### config.mk
export PLATFORM = sky130hd
export DESIGN_NAME = mem_arbiter_s_flat
export DESIGN_NICKNAME = d
export VERILOG_FILES = /design/src/rtl/mem_arbiter_s_if.sv /design/src/rtl/mem_arbiter_s.sv /design/src/flat_wrapper.sv
export SDC_FILE = /design/constraint.sdc
export NUM_CORES = 1
export LEC_CHECK = 0
export ABC_AREA = 1
export CAP_MARGIN = 25
export CELL_PAD_IN_SITES_DETAIL_PLACEMENT = 1
export CELL_PAD_IN_SITES_GLOBAL_PLACEMENT = 1
export CORE_ASPECT_RATIO = 1.1
export CORE_MARGIN = 4
export CORE_UTILIZATION = 30
export DETAILED_ROUTE_END_ITERATION = 7
export PLACE_DENSITY = 0.9
export SLEW_MARGIN = 20
export SYNTH_ARGS = -nofsm -noshare
export SYNTH_HDL_FRONTEND = slang
export SYNTH_SLANG_ARGS = --single-unit
### constraint.sdc
create_clock -name clk_i -period 2.46 [get_ports clk_i]
set_clock_uncertainty 0.05 [all_clocks]
set_input_delay 0.246 -clock clk_i [delete_from_list [all_inputs] [get_ports clk_i]]
set_output_delay 0.246 -clock clk_i [all_outputs]
set_load 0.01 [all_outputs]
### src/rtl/mem_arbiter_s_if.sv
// Bus bundle between the pipeline (IF and MEM stages), the arbiter and the memory.
interface mem_arbiter_s_if;
   logic        if_req;
   logic [31:0] if_addr;
   logic [31:0] if_rdata;
   logic        if_ready;
   logic        flush;
   logic        d_req;
   logic        d_we;
   logic [31:0] d_addr;
   logic [31:0] d_wdata;
   logic [31:0] d_rdata;
   logic        d_ready;
   logic        stall_if;
   logic        stall_mem;
   logic        m_en;
   logic        m_we;
   logic [31:0] m_addr;
   logic [31:0] m_wdata;
   logic [31:0] m_rdata;
   logic        m_valid;

   // Arbiter view
   modport slave (
      input  if_req, if_addr, flush, d_req, d_we, d_addr, d_wdata, m_rdata, m_valid,
      output if_rdata, if_ready, d_rdata, d_ready, stall_if, stall_mem,
             m_en, m_we, m_addr, m_wdata
   );

   // Pipeline + memory view
   modport master (
      output if_req, if_addr, flush, d_req, d_we, d_addr, d_wdata, m_rdata, m_valid,
      input  if_rdata, if_ready, d_rdata, d_ready, stall_if, stall_mem,
             m_en, m_we, m_addr, m_wdata
   );
endinterface

### src/rtl/mem_arbiter_s.sv
// Single-port memory arbiter: IF vs MEM stage, one outstanding transaction,
// data priority with a starvation limit that guarantees fetch progress.
module mem_arbiter_s #(
   parameter int unsigned STARVE_LIMIT = 4
) (
   input  logic            clk_i,
   input  logic            rst_ni,
   mem_arbiter_s_if.slave  bus
);

   localparam logic [3:0] Limit = 4'(STARVE_LIMIT);

   typedef enum logic [1:0] {StIdle, StBusyI, StBusyD} state_e;

   state_e      state_q, state_d;
   logic [3:0]  starve_q, starve_d;
   logic        drop_q, drop_d;
   logic        m_en_q;
   logic        m_we_q;
   logic [31:0] m_addr_q;
   logic [31:0] m_wdata_q;
   logic [31:0] if_rdata_q;
   logic [31:0] d_rdata_q;

   logic        grant_if, grant_d;
   logic        complete;
   logic        if_done, d_done;
   logic [31:0] d_load_data;

   // m_valid during the issue cycle (or in idle) is not a completion
   assign complete    = (state_q != StIdle) && !m_en_q && bus.m_valid;
   assign d_load_data = m_we_q ? 32'h0 : bus.m_rdata;

   // State register
   always_ff @(posedge clk_i or negedge rst_ni) begin
      if (!rst_ni) state_q <= StIdle;
      else         state_q <= state_d;
   end

   // Grant decision and next state
   always_comb begin
      grant_if = 1'b0;
      grant_d  = 1'b0;
      state_d  = state_q;
      unique case (state_q)
         StIdle: begin
            if (!bus.flush && bus.if_req && (starve_q == Limit)) grant_if = 1'b1;
            else if (bus.d_req)                                   grant_d  = 1'b1;
            else if (!bus.flush && bus.if_req)                    grant_if = 1'b1;
            if (grant_if)     state_d = StBusyI;
            else if (grant_d) state_d = StBusyD;
         end
         StBusyI, StBusyD: begin
            if (complete) state_d = StIdle;
         end
         default: state_d = StIdle;
      endcase
   end

   // Outputs: completion pulses, read data bypass, stalls, memory bus
   always_comb begin
      // A flush in the completion cycle also discards the fetch
      if_done       = (state_q == StBusyI) && complete && !drop_q && !bus.flush;
      d_done        = (state_q == StBusyD) && complete;
      bus.if_ready  = if_done;
      bus.d_ready   = d_done;
      bus.if_rdata  = if_done ? bus.m_rdata : if_rdata_q;
      bus.d_rdata   = d_done ? d_load_data : d_rdata_q;
      bus.stall_if  = bus.if_req & ~if_done;
      bus.stall_mem = bus.d_req & ~d_done;
      bus.m_en      = m_en_q;
      bus.m_we      = m_we_q;
      bus.m_addr    = m_addr_q;
      bus.m_wdata   = m_wdata_q;
   end

   // Starvation counter and drop flag next state
   always_comb begin
      starve_d = starve_q;
      if (grant_if) begin
         starve_d = 4'd0;
      end else if (grant_d) begin
         if (!bus.if_req)             starve_d = 4'd0;
         else if (starve_q != Limit)  starve_d = starve_q + 4'd1;
      end
      drop_d = 1'b0;
      if (state_q == StBusyI && !complete) drop_d = drop_q | bus.flush;
   end

   // Transaction latch, returned data and bookkeeping registers
   always_ff @(posedge clk_i or negedge rst_ni) begin
      if (!rst_ni) begin
         m_en_q     <= 1'b0;
         m_we_q     <= 1'b0;
         m_addr_q   <= 32'h0;
         m_wdata_q  <= 32'h0;
         if_rdata_q <= 32'h0;
         d_rdata_q  <= 32'h0;
         starve_q   <= 4'd0;
         drop_q     <= 1'b0;
      end else begin
         m_en_q   <= grant_if | grant_d;
         starve_q <= starve_d;
         drop_q   <= drop_d;
         if (grant_if) begin
            m_addr_q <= bus.if_addr;
            m_we_q   <= 1'b0;
         end else if (grant_d) begin
            m_addr_q  <= bus.d_addr;
            m_we_q    <= bus.d_we;
            m_wdata_q <= bus.d_wdata;
         end
         if (if_done) if_rdata_q <= bus.m_rdata;
         if (d_done)  d_rdata_q  <= d_load_data;
      end
   end

endmodule

### src/flat_wrapper.sv
// flat-port wrapper written by rule: the top's interface ports become plain ports
module mem_arbiter_s_flat 
#(
   parameter int unsigned STARVE_LIMIT = 4
)
  (clk_i, rst_ni, bus_if_req, bus_if_addr, bus_flush, bus_d_req, bus_d_we, bus_d_addr, bus_d_wdata, bus_m_rdata, bus_m_valid, bus_if_rdata, bus_if_ready, bus_d_rdata, bus_d_ready, bus_stall_if, bus_stall_mem, bus_m_en, bus_m_we, bus_m_addr, bus_m_wdata);
  mem_arbiter_s_if bus_i ();
  input  logic clk_i;
  input  logic rst_ni;
  input wire logic [$bits(bus_i.if_req)-1:0] bus_if_req;
  input wire logic [$bits(bus_i.if_addr)-1:0] bus_if_addr;
  input wire logic [$bits(bus_i.flush)-1:0] bus_flush;
  input wire logic [$bits(bus_i.d_req)-1:0] bus_d_req;
  input wire logic [$bits(bus_i.d_we)-1:0] bus_d_we;
  input wire logic [$bits(bus_i.d_addr)-1:0] bus_d_addr;
  input wire logic [$bits(bus_i.d_wdata)-1:0] bus_d_wdata;
  input wire logic [$bits(bus_i.m_rdata)-1:0] bus_m_rdata;
  input wire logic [$bits(bus_i.m_valid)-1:0] bus_m_valid;
  output wire logic [$bits(bus_i.if_rdata)-1:0] bus_if_rdata;
  output wire logic [$bits(bus_i.if_ready)-1:0] bus_if_ready;
  output wire logic [$bits(bus_i.d_rdata)-1:0] bus_d_rdata;
  output wire logic [$bits(bus_i.d_ready)-1:0] bus_d_ready;
  output wire logic [$bits(bus_i.stall_if)-1:0] bus_stall_if;
  output wire logic [$bits(bus_i.stall_mem)-1:0] bus_stall_mem;
  output wire logic [$bits(bus_i.m_en)-1:0] bus_m_en;
  output wire logic [$bits(bus_i.m_we)-1:0] bus_m_we;
  output wire logic [$bits(bus_i.m_addr)-1:0] bus_m_addr;
  output wire logic [$bits(bus_i.m_wdata)-1:0] bus_m_wdata;
  assign bus_i.if_req = bus_if_req;
  assign bus_i.if_addr = bus_if_addr;
  assign bus_i.flush = bus_flush;
  assign bus_i.d_req = bus_d_req;
  assign bus_i.d_we = bus_d_we;
  assign bus_i.d_addr = bus_d_addr;
  assign bus_i.d_wdata = bus_d_wdata;
  assign bus_i.m_rdata = bus_m_rdata;
  assign bus_i.m_valid = bus_m_valid;
  assign bus_if_rdata = bus_i.if_rdata;
  assign bus_if_ready = bus_i.if_ready;
  assign bus_d_rdata = bus_i.d_rdata;
  assign bus_d_ready = bus_i.d_ready;
  assign bus_stall_if = bus_i.stall_if;
  assign bus_stall_mem = bus_i.stall_mem;
  assign bus_m_en = bus_i.m_en;
  assign bus_m_we = bus_i.m_we;
  assign bus_m_addr = bus_i.m_addr;
  assign bus_m_wdata = bus_i.m_wdata;
  mem_arbiter_s #(.STARVE_LIMIT(STARVE_LIMIT)) u_core (.clk_i(clk_i), .rst_ni(rst_ni), .bus(bus_i));
endmodule
Word level (Yosys, flattened, before mapping)
Cells that the tools add are included.
Widths: inputs -> output; s select.
Operators by class
  bitwise gates (word level): 7
  multiplexer cells: 25
  reductions and logical operators: 20
  eq/ne operators: 7
  add/sub/neg operators: 1
Operator list (number)
  $mux 32: 5
  $mux 4: 4
  $mux 1: 12
  $logic_and 1x1->1: 9
  $mux 2: 3
  $ne 3x1->1 const B: 2
  $reduce_and 2->1: 3
  $add 4x1->4 const B: 1
  $eq 4x3->1 const B: 1
  $logic_not 1->1: 4
  $ne 4x3->1 const B: 1
  $pmux 2 s2: 1
  $reduce_bool 2->1: 2
  $not 1->1: 3
  $and 1x1->1: 2
  $eq 2x1->1 const B: 1
  $eq 2x2->1 const B: 1
  $logic_not 2->1: 1
  $ne 2x1->1 const B: 1
  $or 1x1->1: 2
  $reduce_or 2->1: 1
Storage, ports and cells
  bits in registers: 137
  output and inout bits: 134
  word-level logic and storage cells: 69

Logic depth before layout (Yosys ltp)
Gate-level depths: netlist (run 1).
  depth after elaboration: 9
  mapped depth: 10
  depth with buffers taken out: 9

Worst setup path after synthesis (run 1)
No wires, ideal clock.
  path kind: register to output
  start point: register u_core.state_q[0]
  end point: output port bus_if_rdata[10]
  path buffers: 2
  stages on the path, launching flop included: 11
  slack: 0.556 ns
  data arrival time: 1.608 ns
  cell sequence: dfrtp_1 > inv_1 > ha_1 > buf_6 > nor2_1 > nand2_2 > nor3_4 > inv_4 > buf_6 > nand2_1 > nand2_1
Between the ends
  cells in the longest elaborated chain, start to end: 7
  elaborated cells on any way between the ends: 8
  those cells by class: eq/ne: 1; mux: 1; reduce/logical: 6
RTL lines
  start, declared: RTL line mem_arbiter_s.sv:15  | state_e state_q, state_d;
  start signal, assigned: RTL line mem_arbiter_s.sv:36  | if (!rst_ni) state_q <= StIdle;
  start signal, assigned: RTL line mem_arbiter_s.sv:37  | else state_q <= state_d;
  $reduce_bool 2->1: RTL line mem_arbiter_s.sv:31  | assign complete = (state_q != StIdle) && !m_en_q && bus.m_valid;
  $logic_and 1x1->1 (2 in series): RTL line mem_arbiter_s.sv:31
  $logic_and 1x1->1 (*) (3 in series): RTL line mem_arbiter_s.sv:63  | if_done = (state_q == StBusyI) && complete && !drop_q && !bus.flush;
  $mux 32 (*)
  end, declared: RTL line flat_wrapper.sv:19  | output wire logic [$bits(bus_i.if_rdata)-1:0] bus_if_rdata;
Every way passes the cells marked *; elsewhere a longest branch is shown, timed or not.

Final worst setup path (run 1)
  start point: register u_core.state_q[1]
  end point: output port bus_if_rdata[10]
Same word-level chain as after synthesis.

==> results of run 1 <==
[worst min-delay path, delay by kind of cell]
family                 cells  cell delay [ps]
buffers and inverters      1              400
AND/OR/NAND/NOR            2              130
[area by class of cell]
class / instances / area (µm²) / area share
Inverter: 17 / 81.3 / 0.00795
Clock buffer: 20 / 447 / 0.0437
Sequential cell: 137 / 3430 / 0.335
Timing Repair Buffer: 329 / 3310 / 0.324
Multi-Input combinational cell: 475 / 2510 / 0.245
Tap cell: 247 / 309 / 0.0302
Clock inverter: 12 / 141 / 0.0138
[what timing repair did]
action,in CTS,in global routing
hold buffers,1,0
pin swaps,7,41
resized for setup,247,185
gates cloned,4,1
setup buffers,10,22
setup endpoints to repair,68,66
hold endpoints to repair,61,0
[flip-flops by register name, summed over array words and instances (netlist names)]
signal / flops
u_core.bus.m_addr: 32
u_core.bus.m_wdata: 32
u_core.d_rdata_q: 32
u_core.if_rdata_q: 32
u_core.starve_q: 4
u_core.state_q: 2
u_core.bus.m_en: 1
u_core.bus.m_we: 1
u_core.drop_q: 1
[worst paths after layout]
check	endpoint	depth (start not counted)
setup reg to reg	u_core.bus.m_addr[17]	10
hold / removal	u_core.bus.m_wdata[23]	3
min in group asynchronous	u_core.if_rdata_q[3]	2
max in group asynchronous	u_core.if_rdata_q[6]	3
setup / recovery	bus_if_rdata[10]	12
hold reg to reg	u_core.bus.m_wdata[10]	2
[cell families after synthesis]
group | share of synthesized area
adder cells (fa/ha/maj) | 0.0105
AND/OR/NAND/NOR | 0.351
XOR/XNOR | 0.00148
AO/OA/AOI/OAI | 0.00211
flip-flops | 0.578
buffers and inverters | 0.0570
[per-layer routing]
layer,global-route usage,up-vias,share of wire
met2,0.381,257,0.53
met5,0,-,0
met3,0.0839,53,0.085
li1,-,2845,-
met1,0.247,3126,0.36
met4,0.0836,0,0.029
[cells in the final DEF, fill, tap and decap left out, types with 13 or more instances in the layout]
cell,netlist,routed
buf_4,2,42
buf_2,19,17
nand2_4,0,13
nand3_1,170,170
buf_6,7,44
clkdlybuf4s50_1,0,199
dfrtp_1,137,137
nand2_2,1,84
clkbuf_16,0,18
nand2_1,252,156
nand4_1,33,33
[power groups by stage]
stage	combinational, mW	clock (mW)	sequential [mW]
after CTS	5.40	2.65	3.82
after detailed placement	5.62	0	3.84
final	6.27	2.60	3.89
after global placement	5.44	0	3.77
after global routing	6.78	2.79	3.99
after floorplan	2.13	0	3.97
==> qor.txt, run 1 <==
status: finished, violations left
failing checks: negative setup slack
Net Switching: 4.85 mW
endpoints failing hold: 0
number of synthesized register bits: 137
initial core utilization: 0.307
cell with the most instances after synthesis: nand2_1
Pins Over Slew Limit: 0
maximum VDD drop: 0.540 mV
PnR worst setup slack: -22.8 ps
Worst Hold Margin: 347 ps
placed inst area: 8920 µm²
Core Region: 19,300 µm²
Max Root-Sink Buffers: 2
Die Y: 155 µm
worst-margin pin slew: 668 ps
vias in the first global route: 6,673
DRC Markers: 0
Lkg Pwr: 4.97 nW
Seq/Total Area, Yosys: 0.578
initial antenna violation count: 0
pwr dens: 1250 nW/µm²
Startpoint Class: register
total track usage: 0.221
EDFF count, synth: 0
DR vias/cell: 5.08
placed cell count: 1,167
Reg clk slew, reported paths: 60 ps
Flop pwr share: 0.305
crit path cell chain: inv_2, ha_4, nor2_4, nand2_4, nor3_4, buf_12, buf_8, buf_12, buf_6, nand2_4, nand2_2, buf_6
drt total wl: 26,000 µm
ANT cells: 0
Internal: 7.91 mW
PortBufs: 268
dpl hpwl: 16,400 µm
Die Area: 22,100 µm²
gr ovfl total: 0
Final Util: 0.530
Worst-Skew Late Latency: 410 ps
critical path capture point type: primary output
largest net degree at the start of global routing: 64
TritonCTS Buffers: 17
post-synth top area cell: dfrtp_1
RSZ-0062 raised after global routing: true
Post-Syn Nets: 819
ratio of cells with drive above 1 in the final layout: 0.269
Critical Path Slowest Stage Cell: dfrtp_1
CTS root buf: clkbuf_16
pre-CTS setup slack: -15.7 ps
Buf/Inv on CP: 6
via count: 6,281
max-cap violation count: 0
endpoints failing setup: 2
Hold Startpoint: bus_d_wdata[23]
WP data arrival: 2190 ps
drt pass-1 iters: 5
fillers: 2,170
relative slew slack: 0.555
Die X: 142 µm
TNS Setup: -31.9 ps
max frequency: 403 MHz
CTS H-tree depth: 4
GP Congestion: 0.808
first-pass GRT wire length: 38,000 µm
Max Fanout on Critical Path: 8
CTS Sinks: 137
RR Startpoint: u_core.state_q[1]
clock group share of total power: 0.204
design area: 10,200 µm²
period utilization: 1.01
Layout area overhead: 72.5%
synth warn: 0
Distinct cells, synth: 23
Finished Layout Cells: 1,237
top cells by count, synth: 252 x nand2_1, 170 x nand3_1, 137 x dfrtp_1, 33 x nand4_1, 19 x buf_2
fraction of registers with async set/reset: 1.00
Crit path max-delay family: buffers and inverters
worst hold path type: primary input to register
Post-synth top flop: dfrtp_1
switching share of power: 0.380
main area contributors after synthesis: dfrtp_1 58%, nand2_1 16%, nand3_1 14%, nand4_1 3.5%, buf_2 1.6%
DRT antenna net count: 0
Combinational Power Share: 0.492
Cells after Synth: 679
max incr delay on CP: 360 ps
synthesized area: 5930 µm²
critical path type: register to primary output
Worst Setup SP: u_core.state_q[1]
FP Rows: 53
reg2reg setup slack: 330 ps
Pwr Total: 12.8 mW
# IOs: 269
Syn Area/Cell: 8.74 µm²
drt initial violations: 297
minimum clock period: 2480 ps
routed length per instance: 21.0 µm
top cell type's share of synthesized area: 0.578
CTS tree: built
WP data required: 2160 ps
Layout Nets: 1,117
Note: power is estimated with default switching activity, not from simulation.
==> run 2: changes to the inputs <==
Settings changed: CELL_PAD_IN_SITES_DETAIL_PLACEMENT 1 to default, CELL_PAD_IN_SITES_GLOBAL_PLACEMENT 1 to default, CORE_UTILIZATION 30 to 45, PLACE_DENSITY 0.9 to 0.95.
Clock period 2.46 ns to 3.22 ns, I/O delays scaled along.
==> qor.txt, run 2 (same netlist as run 1, synthesis figures left out) <==
Layout Nets: 1,072 (-4.0%)
pre-CTS setup slack: 467 ps (+482 ps)
initial antenna violation count: 1 (+1)
worst-margin pin slew: 731 ps (+63.1 ps)
PortBufs: 268 (unchanged)
fillers: 872 (-60%)
initial core utilization: 0.465 (+0.158)
gr ovfl total: 0 (unchanged)
Die Y: 128 µm (-17%)
RR Startpoint: u_core.state_q[0]
max frequency: 332 MHz
FF/Latch Area: 3430 µm² (unchanged)
endpoints failing hold: 0 (unchanged)
status: complete, no violations
Die Area: 15,100 µm² (-32%)
WP data required: 2850 ps (+690 ps)
drt pass-1 iters: 5 (unchanged)
Hold Startpoint: bus_d_wdata[29]
drt total wl: 19,700 µm (-24%)
Pins Over Slew Limit: 0 (unchanged)
critical path type: register to primary output
total track usage: 0.260 (+0.0387)
dpl hpwl: 13,900 µm (-15%)
ratio of cells with drive above 1 in the final layout: 0.0583 (-0.210)
Critical Path Slowest Stage Cell: clkdlybuf4s50_1
TNS Setup: 0 ps (+31.9 ps)
GP Congestion: 0.808 (about the same)
Pwr Total: 8.75 mW (-31%)
relative slew slack: 0.513 (-0.0421)
Max Fanout on Critical Path: 21 (+13)
WP data arrival: 2640 ps (+450 ps)
Die X: 117 µm (-17%)
placed cell count: 1,069 (-8.4%)
CTS H-tree depth: 4 (unchanged)
pwr dens: 949 nW/µm² (-24%)
vias in the first global route: 6,227 (-6.7%)
DRT antenna net count: 0 (unchanged)
crit path cell chain: inv_1, ha_1, nor2_1, nand2_2, nor2_4, buf_4, nand3_1, nand2_1, clkdlybuf4s50_1
DR vias/cell: 5.43 (+6.9%)
PnR worst setup slack: 210 ps (+233 ps)
CTS Sinks: 137 (unchanged)
Lkg Pwr: 4.41 nW (-11%)
minimum clock period: 3010 ps
max incr delay on CP: 560 ps (+200 ps)
max-cap violation count: 0 (unchanged)
ANT cells: 0 (unchanged)
Core Region: 12,800 µm² (-34%)
Worst Hold Margin: 414 ps (+67.6 ps)
Finished Layout Cells: 1,101 (-11%)
FP Rows: 43 (-19%)
DRC Markers: 0 (unchanged)
Post CTS Setup Buffer Count: 0 (-10)
Worst-Skew Late Latency: 410 ps (about the same)
drt initial violations: 547 (+84%)
worst hold path type: primary input to register
# IOs: 269 (unchanged)
via count: 5,976 (-4.9%)
critical path capture point type: primary output
Reg clk slew, reported paths: 60 ps (about the same)
CTS root buf: clkbuf_16
Layout area overhead: 55.5%
CTS tree: built
Startpoint Class: register
Worst Setup SP: u_core.state_q[0]
TritonCTS Buffers: 17 (unchanged)
period utilization: 0.935
most frequent cells in the layout: 267 x clkdlybuf4s50_1, 250 x nand2_1, 170 x nand3_1, 137 x dfrtp_1, 33 x nand4_1
multi-input logic area: 2180 µm² (-13%)
largest net degree at the start of global routing: 78 (+22%)
endpoints failing setup: 0 (-2)
Max Root-Sink Buffers: 2 (unchanged)
commonest non-fill, non-tap cell in the layout: clkdlybuf4s50_1
routed length per instance: 17.9 µm (-15%)
first-pass GRT wire length: 31,100 µm (-18%)
RSZ-0062 raised after global routing: false
maximum VDD drop: 0.508 mV (-5.9%)
[run 2: worst paths after layout]
check / to / slack (ps) / depth (start not counted)
max in group asynchronous: u_core.bus.m_wdata[19] / 1920 / 3
min in group asynchronous: u_core.d_rdata_q[8] / 480 / 2
min reg2reg: u_core.if_rdata_q[22] / 420 / 2
min: u_core.bus.m_wdata[29] / 410 / 3
max: bus_d_rdata[7] / 210 / 9
max reg2reg: u_core.bus.m_addr[19] / 730 / 9
[run 2: through the flow]
stage / instance area [µm²] / util
floorplan: 5930 / -
global placement: 8680 / 0.681
detailed placement: 8680 / 0.681
CTS: 9220 / 0.723
global route: 9230 / 0.723
finish: 9230 / 0.723
[run 2: worst max-delay path: cells and delay by family (launching register included)]
family	cells	cell delay [ps]
buffers and inverters	3	930
and+or+nand+nor	5	700
DFF	1	370
adders and majority gates	1	220
[run 2: where the power goes]
group | total, mW | internal, mW | switching [mW] | leakage [nW]
logic | 4.14 | 2.05 | 2.08 | 2.40
clock network | 1.73 | 1.04 | 0.695 | 0.248
registers | 2.88 | 2.53 | 0.358 | 1.76
total | 8.75 | 5.61 | 3.14 | 4.41
[run 2: final cells by class]
cell class / count / share of cell area
flip-flops and latches: 137 / 0.372
multi-input cells: 475 / 0.236
well taps: 157 / 0.0213
inverters: 17 / 0.00719
clock inverters: 7 / 0.00488
repair buffers: 284 / 0.307
clock buffers: 24 / 0.0522
[run 2: what timing repair did]
| action | in CTS | in global routing |
|---|---|---|
| gates resized for setup | 0 | 1 |
| endpoints found under the setup margin | 0 | 27 |
| hold endpoints to repair | 75 | 0 |
| hold buffers | 1 | 0 |
[run 2: routing by layer]
metal  track usage  routed length, µm  part of all wire  up-vias
li1              -                  -                 -     2764
met1         0.264               6940              0.35     2839
met2         0.480              10300              0.52      320
met3        0.0971               1870             0.095       51
met4         0.117                635             0.032        2
met5             0                 13           0.00066        -
